--- config.mk ---
export PLATFORM = sky130hd
export DESIGN_NAME = aes_xor_stream_engine
export DESIGN_NICKNAME = d
export VERILOG_FILES = /design/src/rtl/aes_xor_stream_engine.sv
export SDC_FILE = /design/constraint.sdc
export NUM_CORES = 1
export LEC_CHECK = 0
export BUFFER_PORTS_ARGS = -buffer_cell sky130_fd_sc_hd__buf_4
export CAP_MARGIN = 20
export CORE_MARGIN = 3
export CORE_UTILIZATION = 35
export CTS_BUF_LIST = sky130_fd_sc_hd__clkbuf_8 sky130_fd_sc_hd__clkbuf_16
export CTS_CLUSTER_DIAMETER = 100
export DETAILED_ROUTE_END_ITERATION = 10
export HOLD_SLACK_MARGIN = 0.06
export SLEW_MARGIN = 40
export SYNTH_ARGS = -nofsm -noshare
export SYNTH_HDL_FRONTEND = slang
export SYNTH_SLANG_ARGS = --single-unit
export TNS_END_PERCENT = 20
--- constraint.sdc ---
create_clock -name clk_i -period 3.3 [get_ports clk_i]
set_clock_uncertainty 0.15 [all_clocks]
set_input_delay 0.495 -clock clk_i [delete_from_list [all_inputs] [get_ports clk_i]]
set_output_delay 0.495 -clock clk_i [all_outputs]
set_load 0.05 [all_outputs]
--- src/rtl/aes_xor_stream_engine.sv ---
// aes_xor_stream_engine
// Block-oriented XOR stream engine. It loads a BLOCK_W-bit key from the
// key stream, then for each of len blocks it gathers WORDS input words,
// XORs the block with the key and emits the result word by word. In
// chained mode (mode=1), each emitted block becomes the key for the next.
//
// Ports
//   clk_i, rst_i          clock, synchronous active-high reset
//   start_i, clear_i      job start (taken only in IDLE), synchronous abort
//   mode_i, len_i         key mode and block count, captured on start
//   key_data_i/valid/ready    key word stream (engine is the sink)
//   in_data_i/valid/ready     input word stream (engine is the sink)
//   out_data_o/valid/ready/strb  output word stream (engine is the source)
//   busy_o, done_o        not-idle flag, one-cycle completion pulse
//   blk_cnt_o             blocks fully emitted in the current job
module aes_xor_stream_engine #(
  parameter int DATA_W  = 32,
  parameter int BLOCK_W = 128,
  parameter int LEN_W   = 16
) (
  input  logic                clk_i,
  input  logic                rst_i,
  input  logic                start_i,
  input  logic                clear_i,
  input  logic                mode_i,
  input  logic [LEN_W-1:0]    len_i,
  input  logic [DATA_W-1:0]   key_data_i,
  input  logic                key_valid_i,
  output logic                key_ready_o,
  input  logic [DATA_W-1:0]   in_data_i,
  input  logic                in_valid_i,
  output logic                in_ready_o,
  output logic [DATA_W-1:0]   out_data_o,
  output logic                out_valid_o,
  input  logic                out_ready_i,
  output logic [DATA_W/8-1:0] out_strb_o,
  output logic                busy_o,
  output logic                done_o,
  output logic [LEN_W-1:0]    blk_cnt_o
);

  localparam int WORDS = BLOCK_W / DATA_W;
  localparam int CNT_W = (WORDS > 1) ? $clog2(WORDS) : 1;
  localparam logic [CNT_W-1:0] LAST_WORD = CNT_W'(WORDS - 1);

  typedef enum logic [2:0] {
    S_IDLE,
    S_LOAD_KEY,
    S_GATHER,
    S_XOR,
    S_EMIT,
    S_DONE
  } state_t;

  state_t                       state;
  logic [CNT_W-1:0]             word_cnt;
  logic [LEN_W-1:0]             len_q;
  logic                         mode_q;
  logic [WORDS-1:0][DATA_W-1:0] key_q;
  logic [WORDS-1:0][DATA_W-1:0] blk_p0;
  logic [WORDS-1:0][DATA_W-1:0] res_p1;

  logic [CNT_W-1:0] word_nxt;
  logic [LEN_W-1:0] blk_cnt_nxt;
  logic             key_xfer;
  logic             in_xfer;
  logic             out_xfer;

  assign word_nxt    = word_cnt + CNT_W'(1);
  assign blk_cnt_nxt = blk_cnt_o + LEN_W'(1);
  assign key_xfer    = key_valid_i & key_ready_o;
  assign in_xfer     = in_valid_i & in_ready_o;
  assign out_xfer    = out_valid_o & out_ready_i;

  // All handshake and status outputs are registers set on the transition
  // into the state that owns them, so they change only at clock edges.
  always_ff @(posedge clk_i) begin
    if (rst_i || clear_i) begin
      state       <= S_IDLE;
      word_cnt    <= '0;
      len_q       <= '0;
      mode_q      <= 1'b0;
      key_q       <= '0;
      blk_p0      <= '0;
      res_p1      <= '0;
      key_ready_o <= 1'b0;
      in_ready_o  <= 1'b0;
      out_valid_o <= 1'b0;
      out_data_o  <= '0;
      out_strb_o  <= '0;
      busy_o      <= 1'b0;
      done_o      <= 1'b0;
      blk_cnt_o   <= '0;
    end else begin
      case (state)
        S_IDLE: begin
          if (start_i) begin
            len_q     <= len_i;
            mode_q    <= mode_i;
            blk_cnt_o <= '0;
            word_cnt  <= '0;
            busy_o    <= 1'b1;
            if (len_i != '0) begin
              key_ready_o <= 1'b1;
              state       <= S_LOAD_KEY;
            end else begin
              done_o <= 1'b1;
              state  <= S_DONE;
            end
          end
        end

        S_LOAD_KEY: begin
          if (key_xfer) begin
            key_q[word_cnt] <= key_data_i;
            if (word_cnt == LAST_WORD) begin
              word_cnt    <= '0;
              key_ready_o <= 1'b0;
              in_ready_o  <= 1'b1;
              state       <= S_GATHER;
            end else begin
              word_cnt <= word_nxt;
            end
          end
        end

        // Stage p0: input words collected into the block register
        S_GATHER: begin
          if (in_xfer) begin
            blk_p0[word_cnt] <= in_data_i;
            if (word_cnt == LAST_WORD) begin
              word_cnt   <= '0;
              in_ready_o <= 1'b0;
              state      <= S_XOR;
            end else begin
              word_cnt <= word_nxt;
            end
          end
        end

        // Stage p1: block XOR key registered; word 0 is preloaded so the
        // first output word is valid on entry to EMIT
        S_XOR: begin
          res_p1      <= blk_p0 ^ key_q;
          out_data_o  <= blk_p0[0] ^ key_q[0];
          out_valid_o <= 1'b1;
          out_strb_o  <= '1;
          state       <= S_EMIT;
        end

        S_EMIT: begin
          if (out_xfer) begin
            if (word_cnt == LAST_WORD) begin
              word_cnt    <= '0;
              out_valid_o <= 1'b0;
              out_data_o  <= '0;
              out_strb_o  <= '0;
              blk_cnt_o   <= blk_cnt_nxt;
              if (mode_q) begin
                key_q <= res_p1;
              end
              if (blk_cnt_nxt == len_q) begin
                done_o <= 1'b1;
                state  <= S_DONE;
              end else begin
                in_ready_o <= 1'b1;
                state      <= S_GATHER;
              end
            end else begin
              word_cnt   <= word_nxt;
              out_data_o <= res_p1[word_nxt];
            end
          end
        end

        S_DONE: begin
          done_o <= 1'b0;
          busy_o <= 1'b0;
          state  <= S_IDLE;
        end

        default: begin
          state <= S_IDLE;
        end
      endcase
    end
  end

endmodule

==> metrics <==
CORE AREA=about 0.057 sq mm; Reg clk slew, reported paths=approximately 0.06 ns; sequential-to-total area share from yosys stat=between 40% and 50%; Arr. time, crit path=3.31 ns; relative slew slack=42.3%; Worst setup SP type=flop; Pwr Total=about 11 mW; f_max=332 MHz; synth unique cells=56; average size of a mapped cell=around 8.3 sq um; pin count of the biggest net entering global routing=roughly 140; syn_nets=~2500; Setup WS pre-CTS=between 0.3 and 0.4 ns; routed via count=18200; critical hold path startpoint=key_data_i[20]; Starting Density=~36%; Die Ht=between 200 and 250 microns; # IOs=about 150; number of global-route vias before repair=~17000; Fin. Hold Viols=0; RD Place Congestion=~0.85; Slew @ Worst Pin=about 0.86 ns; htree depth=2; drt drc=0; ys async rst share=0%; Area Growth Syn to Fin=20.9%; Resized Gates After CTS=0; Leak=roughly 7.5 nW; cells along the critical path=ha_1, and3_1, and4_1, nand3_1, nor3b_1, o22ai_1, nor4_2, o32ai_1; slowest CP cell=nor4_2; CTS buffer count=49; worst min-delay path endpoint=key_q[116]$_SDFFE_PP0P_; Crit. End Element=flop; type of the most critical hold path=in2reg; share of layout cells above drive strength 1=13.1%; drt initial violations=approximately 1500; dpl cells=3169; GRT overflow=0; final setup violation count=0; die area=0.0603 sq mm; commonest non-fill, non-tap cell in the layout=nand2_1; PwrDens=~470 mW/mm^2; CP peak stage delay=about 0.55 ns; reg2reg end=state[1]$_SDFFE_PP0P_; reg2reg path depth=8; synthesized area=around 0.02 sq mm; maxcap violations=0; Req. time, crit path=3.60 ns; number of vias per cell=~5.5; Worst-Skew Late Latency=around 0.6 ns; reg-to-reg slack, setup=0.29 ns; Synth Flop Type=dfxtp_1; row count=between 80 and 90; DPL Wire Length=between 30000 and 40000 microns; total negative slack=0 ns; EDFF count, synth=0; Initial DRT Pass Iterations=5; IO Port Bufs=~140; Finished Core Util=a little over two fifths; final cycle utilization of the critical path=91.4%; fin. max-slew vios=0; antenna violations before repair=1; first-pass GRT wire length=between 100000 and 150000 microns; most frequent cells in the layout=nand2_1 (464), dfxtp_1 (458), nor2_1 (339); status=completed; DRT Wirelength=~64000 microns; TritonCTS Sinks=~460; hold path depth=3; chip width=246 microns; Synth Register Bits=about 460; root buffer cell=clkbuf_16; RSZ-0062 raised after global routing=false; Final Non-Filler Cells=around 3300; Final ANT Viol Nets=0; YS warnings=0; critical path fanouts, max=9; worst setup path class=reg2reg; Tmin final=about 3.0 ns; final setup margin=roughly 0.29 ns; Mapped Cells=between 2000 and 2500; Max Root-Sink Buffers=3; WL/cell=approximately 19 microns; Peak supply drop=around 0.00034 V; Reg-to-Reg Start=blk_cnt_o[0]$_SDFFE_PP0P_; CTS tree=done; All-Layer GR Usage=roughly 21%; final net count=about 2600
-- through the flow --
stage,hold WS [ns],area [sq um]
2_1_floorplan,0.287,20100
3_3_place_gp,0.291,22000
3_5_place_dp,0.302,22000
4_1_cts,0.0609,24300
5_1_grt,0.0964,24300
6_report,0.101,24300
-- cells by family after synthesis --
family	synth area share [%]
fa+ha+maj	0.311
xor+xnor	6.58
compound gates	17.8
buf+inv	4.65
simple gates	21.3
mux	3.69
flops	45.7
-- worst max-delay path by stage --
stage / start / end / slack [ns] / cells after the start
final: blk_cnt_o[0]$_SDFFE_PP0P_ / state[1]$_SDFFE_PP0P_ / 0.29 / 8
after global routing: blk_cnt_o[0]$_SDFFE_PP0P_ / in_ready_o$_SDFFE_PP0P_ / 0.01 / 8
after CTS: blk_cnt_o[0]$_SDFFE_PP0P_ / state[1]$_SDFFE_PP0P_ / 0.33 / 8
after detailed placement: blk_cnt_o[0]$_SDFFE_PP0P_ / state[1]$_SDFFE_PP0P_ / 0.35 / 8
after global placement: blk_cnt_o[0]$_SDFFE_PP0P_ / state[1]$_SDFFE_PP0P_ / 0.44 / 8
after floorplan: word_cnt[0]$_SDFFE_PP0P_ / out_data_o[0]$_SDFFE_PP0P_ / 0.27 / 9
-- routing by layer --
| layer | vias up | GRT usage, % | part of all wire, % |
|---|---|---|---|
| li1 | 8696 | - | - |
| met1 | 8771 | 27.2 | 43 |
| met2 | 629 | 35.3 | 49 |
| met3 | 115 | 3.05 | 6.0 |
| met4 | 0 | 6.44 | 2.5 |
| met5 | - | 0 | 0 |
-- what timing repair did --
item,4_1_cts,5_1_grt
setup endpoints to repair,0,0
setup buffers,0,0
endpoints found under the hold margin,213,0
hold buffers,79,0
-- cell usage after synthesis, types with 2 or more instances --
library cell / number / share of area (%)
nand3_1: 135 / 3.4
nor3_1: 34 / 0.85
nand3b_1: 2 / 0.075
nand4b_1: 2 / 0.087
a31o_2: 2 / 0.087
xor2_1: 6 / 0.26
a311oi_1: 134 / 5.8
mux4_2: 32 / 3.6
nand2_1: 465 / 8.7
and4_1: 4 / 0.17
buf_4: 6 / 0.22
nor2_1: 343 / 6.4
a31oi_1: 4 / 0.12
clkbuf_1: 203 / 3.8
clkbuf_8: 4 / 0.27
nand4_1: 5 / 0.16
dfxtp_1: 459 / 46
a211oi_1: 158 / 5.9
o21ai_0: 25 / 0.62
and2_2: 3 / 0.11
nor4_1: 10 / 0.31
buf_1: 8 / 0.15
o21bai_1: 2 / 0.075
and2_1: 6 / 0.19
ha_1: 5 / 0.31
xnor2_1: 145 / 6.3
nor2b_1: 2 / 0.062
and3_1: 2 / 0.062
inv_1: 4 / 0.075
or4b_1: 2 / 0.10
a21oi_1: 185 / 4.6
nor3b_1: 3 / 0.11
buf_2: 4 / 0.10
or3_1: 3 / 0.093
nand2b_1: 4 / 0.12
-- cell type report --
| type | count | area [sq um] |
|---|---|---|
| antenna | 1 | 2.50 |
| clock buffer | 57 | 1340 |
| clock inverter | 30 | 205 |
| fill | 5572 | 32300 |
| inverter | 4 | 15.0 |
| multi-input combinational | 1743 | 10100 |
| sequential | 459 | 9190 |
| tap | 756 | 946 |
| timing repair buffer | 286 | 2540 |
-- critical path, delay by kind of cell (launching register included) --
family                   cells  cell delay [ns]
AND/OR/NAND/NOR              5             1.55
adder cells (fa/ha/maj)      1             0.38
AO/OA/AOI/OAI                2             0.31
flip-flops                   1             0.46
-- state kept, by name, summed over array words and instances (netlist names), 2 cells and up --
signal      flops
blk_cnt_o      16
state           3
res_p1        128
blk_p0        128
out_data_o     32
key_q         128
word_cnt        2
len_q          16
-- report_power, final --
| group | total, mW | leakage (nW) | internal [mW] | switching, mW |
|---|---|---|---|---|
| Combinational | 0.525 | 2.96 | 0.221 | 0.303 |
| Clock | 5.36 | 0.825 | 3.04 | 2.32 |
| Sequential | 5.58 | 3.70 | 5.56 | 0.0220 |
| Total | 11.5 | 7.49 | 8.81 | 2.65 |
Power figures use the tool's default switching activity.
